$ cat src/rtl/hazard_ctrl.sv
// hazard_ctrl: pipeline hazard controller for a classic 5-stage in-order core.
// Holds the pipeline in flush for a few cycles after reset. It then resolves
// data-memory stalls, load-use hazards and taken branches into the PC, IF/ID,
// ID/EX and back-end control strobes. It also keeps saturating counts of
// stall and flush cycles.
module hazard_ctrl #(
    parameter int BOOT_CYCLES = 2,
    parameter int CNT_W       = 16
) (
    input  logic             clk_i,
    input  logic             rst_i,
    input  logic             IDEX_MemRead_i,
    input  logic [4:0]       IDEX_Rd_i,
    input  logic [4:0]       IFID_Rs1_i,
    input  logic [4:0]       IFID_Rs2_i,
    input  logic             Branch_i,
    input  logic             MemStall_i,
    output logic             PCWrite_o,
    output logic             Stall_o,
    output logic             Flush_o,
    output logic             Bubble_o,
    output logic             Freeze_o,
    output logic [CNT_W-1:0] StallCnt_o,
    output logic [CNT_W-1:0] FlushCnt_o
);

    // The boot counter is sized from BOOT_CYCLES alone. It keeps at least one
    // bit so that a zero-cycle boot still elaborates.
    localparam int BOOT_W = (BOOT_CYCLES >= 1) ? $clog2(BOOT_CYCLES + 1) : 1;
    localparam logic [BOOT_W-1:0] BOOT_LAST =
        BOOT_W'((BOOT_CYCLES > 0) ? BOOT_CYCLES - 1 : 0);

    typedef enum logic [1:0] {
        S_BOOT  = 2'd0,
        S_RUN   = 2'd1,
        S_MWAIT = 2'd2
    } state_t;

    state_t            state;
    logic [BOOT_W-1:0] boot_cnt;
    logic              in_boot;
    logic              load_use;

    // Decode the FSM state and the load-use hazard between EX and ID.
    always_comb begin
        in_boot  = (state == S_BOOT);
        // x0 is hard-wired to zero, so a load into x0 never creates a dependency.
        load_use = IDEX_MemRead_i && (IDEX_Rd_i != 5'd0) &&
                   ((IDEX_Rd_i == IFID_Rs1_i) || (IDEX_Rd_i == IFID_Rs2_i));
    end

    // Resolve the pipeline controls by priority: boot, memory stall, load-use, branch.
    always_comb begin
        // NOTE: every output gets a default first, so no path through the
        // branches below leaves a control unassigned and infers a latch.
        PCWrite_o = 1'b0;
        Stall_o   = 1'b0;
        Flush_o   = 1'b0;
        Bubble_o  = 1'b0;
        Freeze_o  = 1'b0;
        if (in_boot) begin
            Flush_o = 1'b1;
        end else if (MemStall_i) begin
            // Freeze follows MemStall_i directly, so it takes effect in the
            // same cycle the memory goes busy and does not wait for MWAIT.
            Freeze_o = 1'b1;
            Stall_o  = 1'b1;
        end else if (load_use) begin
            // The branch operands depend on the load, so a pending branch
            // waits for the bubble to clear.
            Stall_o  = 1'b1;
            Bubble_o = 1'b1;
        end else if (Branch_i) begin
            Flush_o   = 1'b1;
            PCWrite_o = 1'b1;
        end else begin
            PCWrite_o = 1'b1;
        end
    end

    // FSM: count out the boot period, then track the memory-wait episodes.
    always_ff @(posedge clk_i or negedge rst_i) begin
        if (!rst_i) begin
            state    <= S_BOOT;
            boot_cnt <= '0;
        end else begin
            // NOTE: registered state uses non-blocking assignments. Every
            // flop then samples pre-edge values, whatever the process order.
            case (state)
                S_BOOT: begin
                    boot_cnt <= boot_cnt + 1'b1;
                    if (boot_cnt == BOOT_LAST) begin
                        state <= S_RUN;
                    end
                end
                S_RUN: begin
                    if (MemStall_i) begin
                        state <= S_MWAIT;
                    end
                end
                S_MWAIT: begin
                    if (!MemStall_i) begin
                        state <= S_RUN;
                    end
                end
                default: state <= S_BOOT;
            endcase
        end
    end

    // Performance counters: stall and flush cycles outside boot, saturating at all-ones.
    always_ff @(posedge clk_i or negedge rst_i) begin
        if (!rst_i) begin
            StallCnt_o <= '0;
            FlushCnt_o <= '0;
        end else if (!in_boot) begin
            if (Stall_o && (StallCnt_o != '1)) begin
                StallCnt_o <= StallCnt_o + 1'b1;
            end
            if (Flush_o && (FlushCnt_o != '1)) begin
                FlushCnt_o <= FlushCnt_o + 1'b1;
            end
        end
    end

    // Stall and flush drive the same IF/ID register and are mutually exclusive after boot.
    a_no_stall_and_flush : assert property (
        @(posedge clk_i) disable iff (!rst_i)
        (state != S_BOOT) |-> !(Stall_o && Flush_o)
    );

endmodule

$ cat config.mk
export PLATFORM = sky130hd
export DESIGN_NAME = hazard_ctrl
export DESIGN_NICKNAME = d
export VERILOG_FILES = /design/src/rtl/hazard_ctrl.sv
export SDC_FILE = /design/constraint.sdc
export NUM_CORES = 1
export LEC_CHECK = 0
export CORE_MARGIN = 2
export CORE_UTILIZATION = 50
export DETAILED_ROUTE_END_ITERATION = 10
export PLACE_DENSITY = 0.85
export SLEW_MARGIN = 30
export SYNTH_ARGS = -nofsm -noshare
export SYNTH_HDL_FRONTEND = slang
export SYNTH_SLANG_ARGS = --single-unit
$ cat constraint.sdc
create_clock -name clk_i -period 4.7 [get_ports clk_i]
set_input_delay 0.94 -clock clk_i [delete_from_list [all_inputs] [get_ports clk_i]]
set_output_delay 0.94 -clock clk_i [all_outputs]
set_load 0.05 [all_outputs]
# Yosys cells after proc, flatten, opt, wreduce, memory -nomap -nowiden
# Cells that the tools add are included.
# word_totals
input_bits	20
latch_bits	0
ram_bits	0
n_memories	0
reg_bits	36
mem_bits_ro	0
word_cells	46
# op_classes
bitwise	1
n_lt_le_gt_ge	0
mux	18
n_addsub	3
n_eq_ne	10
div	0
n_mul	0
shifts	0
reduce_logical	10
# op_table
operator	count
16-bit by 1-bit adder with 16-bit output (second input constant)	2
16-bit != test (second input constant)	2
1-bit 2-to-1 mux	14
5-bit == test	2
2-bit 2-to-1 mux	3
2-bit one-hot mux with 3 select lines	1
5-bit nonzero test	1
2-bit by 1-bit == test with 1-bit output (second input constant)	2
1-bit logical AND	4
2-bit != test (second input constant)	2
2-bit AND reduction	2
3-bit AND reduction	1
2-bit by 1-bit adder with 2-bit output (second input constant)	1
2-bit == test (second input constant)	1
2-bit zero test	1
2-bit by 1-bit != test with 1-bit output (second input constant)	1
1-bit logical OR	1
1-bit NOT	1

# Logic depth before layout (Yosys ltp)
# logic_depth
ltp_word	8
ltp_mapped	7

# Worst setup path after synthesis
# Ideal clock, no wire load.
# synth_timing
kind	input -> output
start	input port IDEX_Rd_i[3]
end	output port Bubble_o
stages	6
arrival_time_ns	2.841
path_slack_ns	0.919
t_required_ns	3.760
cell_sequence	xor2_1 > nor3_1 > a22oi_2 > or2_1 > buf_6 > nor3_1
# synth_via
elab_chain_cells	6
word_cells_on_any_way	9
cone_classes	2 x eq/ne; 3 x mux; 4 x reduce/logical
# synth_rtl
element	line	text
start, declared	13	input logic [4:0] IDEX_Rd_i,
5-bit == test or 5-bit nonzero test (tied branches)	49, 48	
1-bit logical OR or 1-bit logical AND (tied branches)	49, 48	
1-bit logical AND (*)	48	load_use = IDEX_MemRead_i && (IDEX_Rd_i != 5'd0) &&
1-bit 2-to-1 mux (*)	68	end else if (load_use) begin
1-bit 2-to-1 mux (*)	63	end else if (MemStall_i) begin
1-bit 2-to-1 mux (*)	61	if (in_boot) begin
end, declared	21	output logic Bubble_o,
# Mark *: on every way between the ends. The rest lies on a longest branch, timed or not.

# Worst setup path in the final report
# layout_timing
start	input port IDEX_Rd_i[1]
end	output port PCWrite_o
# layout_via
elab_chain_cells	6
word_cells_on_any_way	9
cone_classes	2 x eq/ne; 3 x mux; 4 x reduce/logical
# layout_rtl
element	line	text
5-bit == test or 5-bit nonzero test (tied branches)	49, 48	
1-bit logical OR or 1-bit logical AND (tied branches)	49, 48	
1-bit logical AND (*)	48	
1-bit 2-to-1 mux (*)	68	
1-bit 2-to-1 mux (*)	63	
1-bit 2-to-1 mux (*)	61	
end, declared	18	output logic PCWrite_o,
# Marked as above.

==> summary.txt <==
Final Hold Fails - 0
share of cells above drive strength 1 - 0.1057
total grt overflow - 0
initial antenna violation count - 0
Mapped Area - 1917 sq um
YS warnings - 0
# diodes - 0
Non-Filler Instances - 294
Avg Cell Area, Syn - 10.42 sq um
clock buffer depth - 2
largest net degree at the start of global routing - 37
top fanout value on the critical path - 7
max_cap viols - 0
synthesized-area fraction occupied by adder cells - 0.01958
Layout Nets - 269
CTS sink count - 36
Rows - 22
critical path required time - 3.76 ns
Hold Path Class - reg2reg
number of synthesized register bits - 36
Buffers on Ports - 56
startpoint types - input pin
WP buf/inv - 2
Max stage delay cell, worst path - clkdlybuf4s50_1
Setup Skew - 0.004009 ns
post-route setup TNS - 0 ns
post-synthesis mux area share - 0.01371
DRC Markers - 0
Worst EP arrival - 3.40 ns
post-route minimum period - 4.336 ns
commonest non-fill, non-tap cells in the layout - clkdlybuf4s50_1, dfrtp_1, xor2_1
Reg clk slew, reported paths - 0.07 ns
max incr delay on CP - 0.79 ns
Yosys cell types - 40
Slew Limit Fails - 0
final setup violation count - 0
Main synth FF type - dfrtp_1
first-pass GRT wire length - 6665 microns
H-tree Lvls - 2
dpl cells - 287
Post-DP HPWL - 3110 microns
CTS resizes - 0
Static Leakage - 1.161 nW
drt initial violations - 89
Multi-input gate area - 958.4 sq um
Max Clk Rate - 230.6 MHz
run status - completed
DR vias/cell - 5.218
most common cell after layout, fill and taps aside - clkdlybuf4s50_1
core area - 3661 sq um
dominant combinational cell family by area after synthesis - simple AND/OR/NAND/NOR gates
CTS tree - yes
VDD IR max - 265.4 uV
xor and xnor fraction of the mapped netlist area - 0.1691
Global Route Usage Sum - 0.2039
worst path cell trace - clkdlybuf4s50_1 > or4_4 > o21ai_4 > or2_1 > and2_2 > clkdlybuf4s50_1
worst rel slew slack - 0.6451
drt pass-1 iters - 4
Die Y - 65.92 microns
synth-to-layout area growth - 35.84%
simple-gate area share of the yosys netlist - 0.2089
Synth async-reset ratio - 1.000
cell count after synthesis - 184
layout filler cell count - 272
worst-margin pin slew - 0.5283 ns
Sequential Area - 900.9 sq um
Top delay family on crit path - buffers and inverters
Synth Area in Compound Gates - 0.08877
Die Wd - 65.92 microns
critical path type - in2out
IO Count - 57
Syn Nets - 207
RSZ-0062 raised after global routing - no
Initial Utilization - 0.5236
pwr/cell area - 483.8 nW/um^2
hold buffers post-CTS - 0
Seq/Total Area, Yosys - 0.4700
number of synthesized flops with an enable pin - 0
vias in the first global route - 1490
vias post-DR - 1534
Worst setup EP type - primary output
CP most frequent cell - clkdlybuf4s50_1
RD Place Congestion - 0.7743
full die area - 4345 sq um
clock root buffer - clkbuf_8
DR WL/cell - 13.83 microns
CTS Buf Count - 5
Routed Antenna Nets - 0
WL final - 4065 microns
post-CTS setup repair buffer count - 0
crit share post-route - 0.9226
Clk Latency, worst-skew pair - 0.28 ns
==> stage by stage <==
stage | area (sq um) | worst slack (ns) | utilization | total power [mW] | hold slack [ns]
6_report | 2604 | 0.3638 | 0.7112 | 1.260 | 0.4847
5_1_grt | 2604 | 0.2478 | 0.7112 | 1.330 | 0.4967
4_1_cts | 2604 | 0.3495 | 0.7112 | 1.268 | 0.4862
3_5_place_dp | 2526 | 0.3585 | 0.6900 | 1.063 | 0.4732
3_3_place_gp | 2526 | 0.3804 | 0.6900 | 1.048 | 0.4657
2_1_floorplan | 1917 | 0.9188 | - | 0.8643 | 0.4498
==> area by class of cell <==
cell class	count	area share
flip-flops and latches	36	0.3460
repair buffers	58	0.2201
well taps	48	0.02307
inverters	9	0.01297
clock buffers	6	0.02787
multi-input cells	136	0.3681
clock inverters	1	0.001922
==> worst reg2reg max path, delay by kind of cell (launching register included) <==
kind | cells | cell delay, ns
flip-flops | 1 | 0.45
AO/OA/AOI/OAI | 2 | 0.49
XOR/XNOR | 1 | 0.17
AND/OR/NAND/NOR | 3 | 0.90
==> cell families (layout without fill, tap and decap cells) <==
family,Yosys count,in the layout
compound gates,21,21
xor+xnor,37,37
fa+ha+maj,3,3
buf+inv,12,74
flops,36,36
mux,2,2
simple gates,73,73
==> power breakdown <==
group	switching (mW)	internal, mW
registers	0.0779	0.377
logic	0.371	0.229
clock network	0.104	0.101
==> cells in the mapped netlist (2+ instances only) <==
library cell  number  share of area
dfrtp_1           36           0.47
nand3_1           10          0.026
nand4_1            8          0.026
nor2_1             9          0.018
a31oi_1            2         0.0065
o21ai_0            2         0.0052
nand2b_1           2         0.0065
xnor2_1           17          0.078
inv_1              9          0.018
and2_1             3         0.0098
and3_2             2         0.0078
nand2_1           13          0.025
a211oi_1           2         0.0078
a31o_2             2         0.0091
a21oi_1            5          0.013
and3_1             8          0.026
nor3_1            10          0.026
ha_1               3          0.020
xor2_1            20          0.091
==> flip-flops by register name (all words and copies together) (netlist names) <==
| register | cells |
|---|---|
| FlushCnt_o | 16 |
| state | 2 |
| StallCnt_o | 16 |
| boot_cnt | 2 |
==> path summary, 6_finish.rpt <==
kind                               start              to  slack, ns  depth (start not counted)
max                         IDEX_Rd_i[1]       PCWrite_o       0.36                          6
max reg2reg                FlushCnt_o[3]  FlushCnt_o[15]       2.57                          6
min in group asynchronous          rst_i        state[0]       1.06                          2
min                          boot_cnt[0]     boot_cnt[0]       0.48                          1
min reg2reg                  boot_cnt[0]     boot_cnt[0]       0.48                          1
max in group asynchronous          rst_i  FlushCnt_o[14]       3.32                          2
==> per-layer routing <==
metal	GRT usage	vias to the layer above	share of wire
li1	-	761	-
met1	0.2550	710	0.44
met2	0.3371	56	0.49
met3	0.05963	7	0.064
met4	0.06771	0	0.0098
met5	0	-	0
No activity file was read; power rests on OpenSTA's default activity.
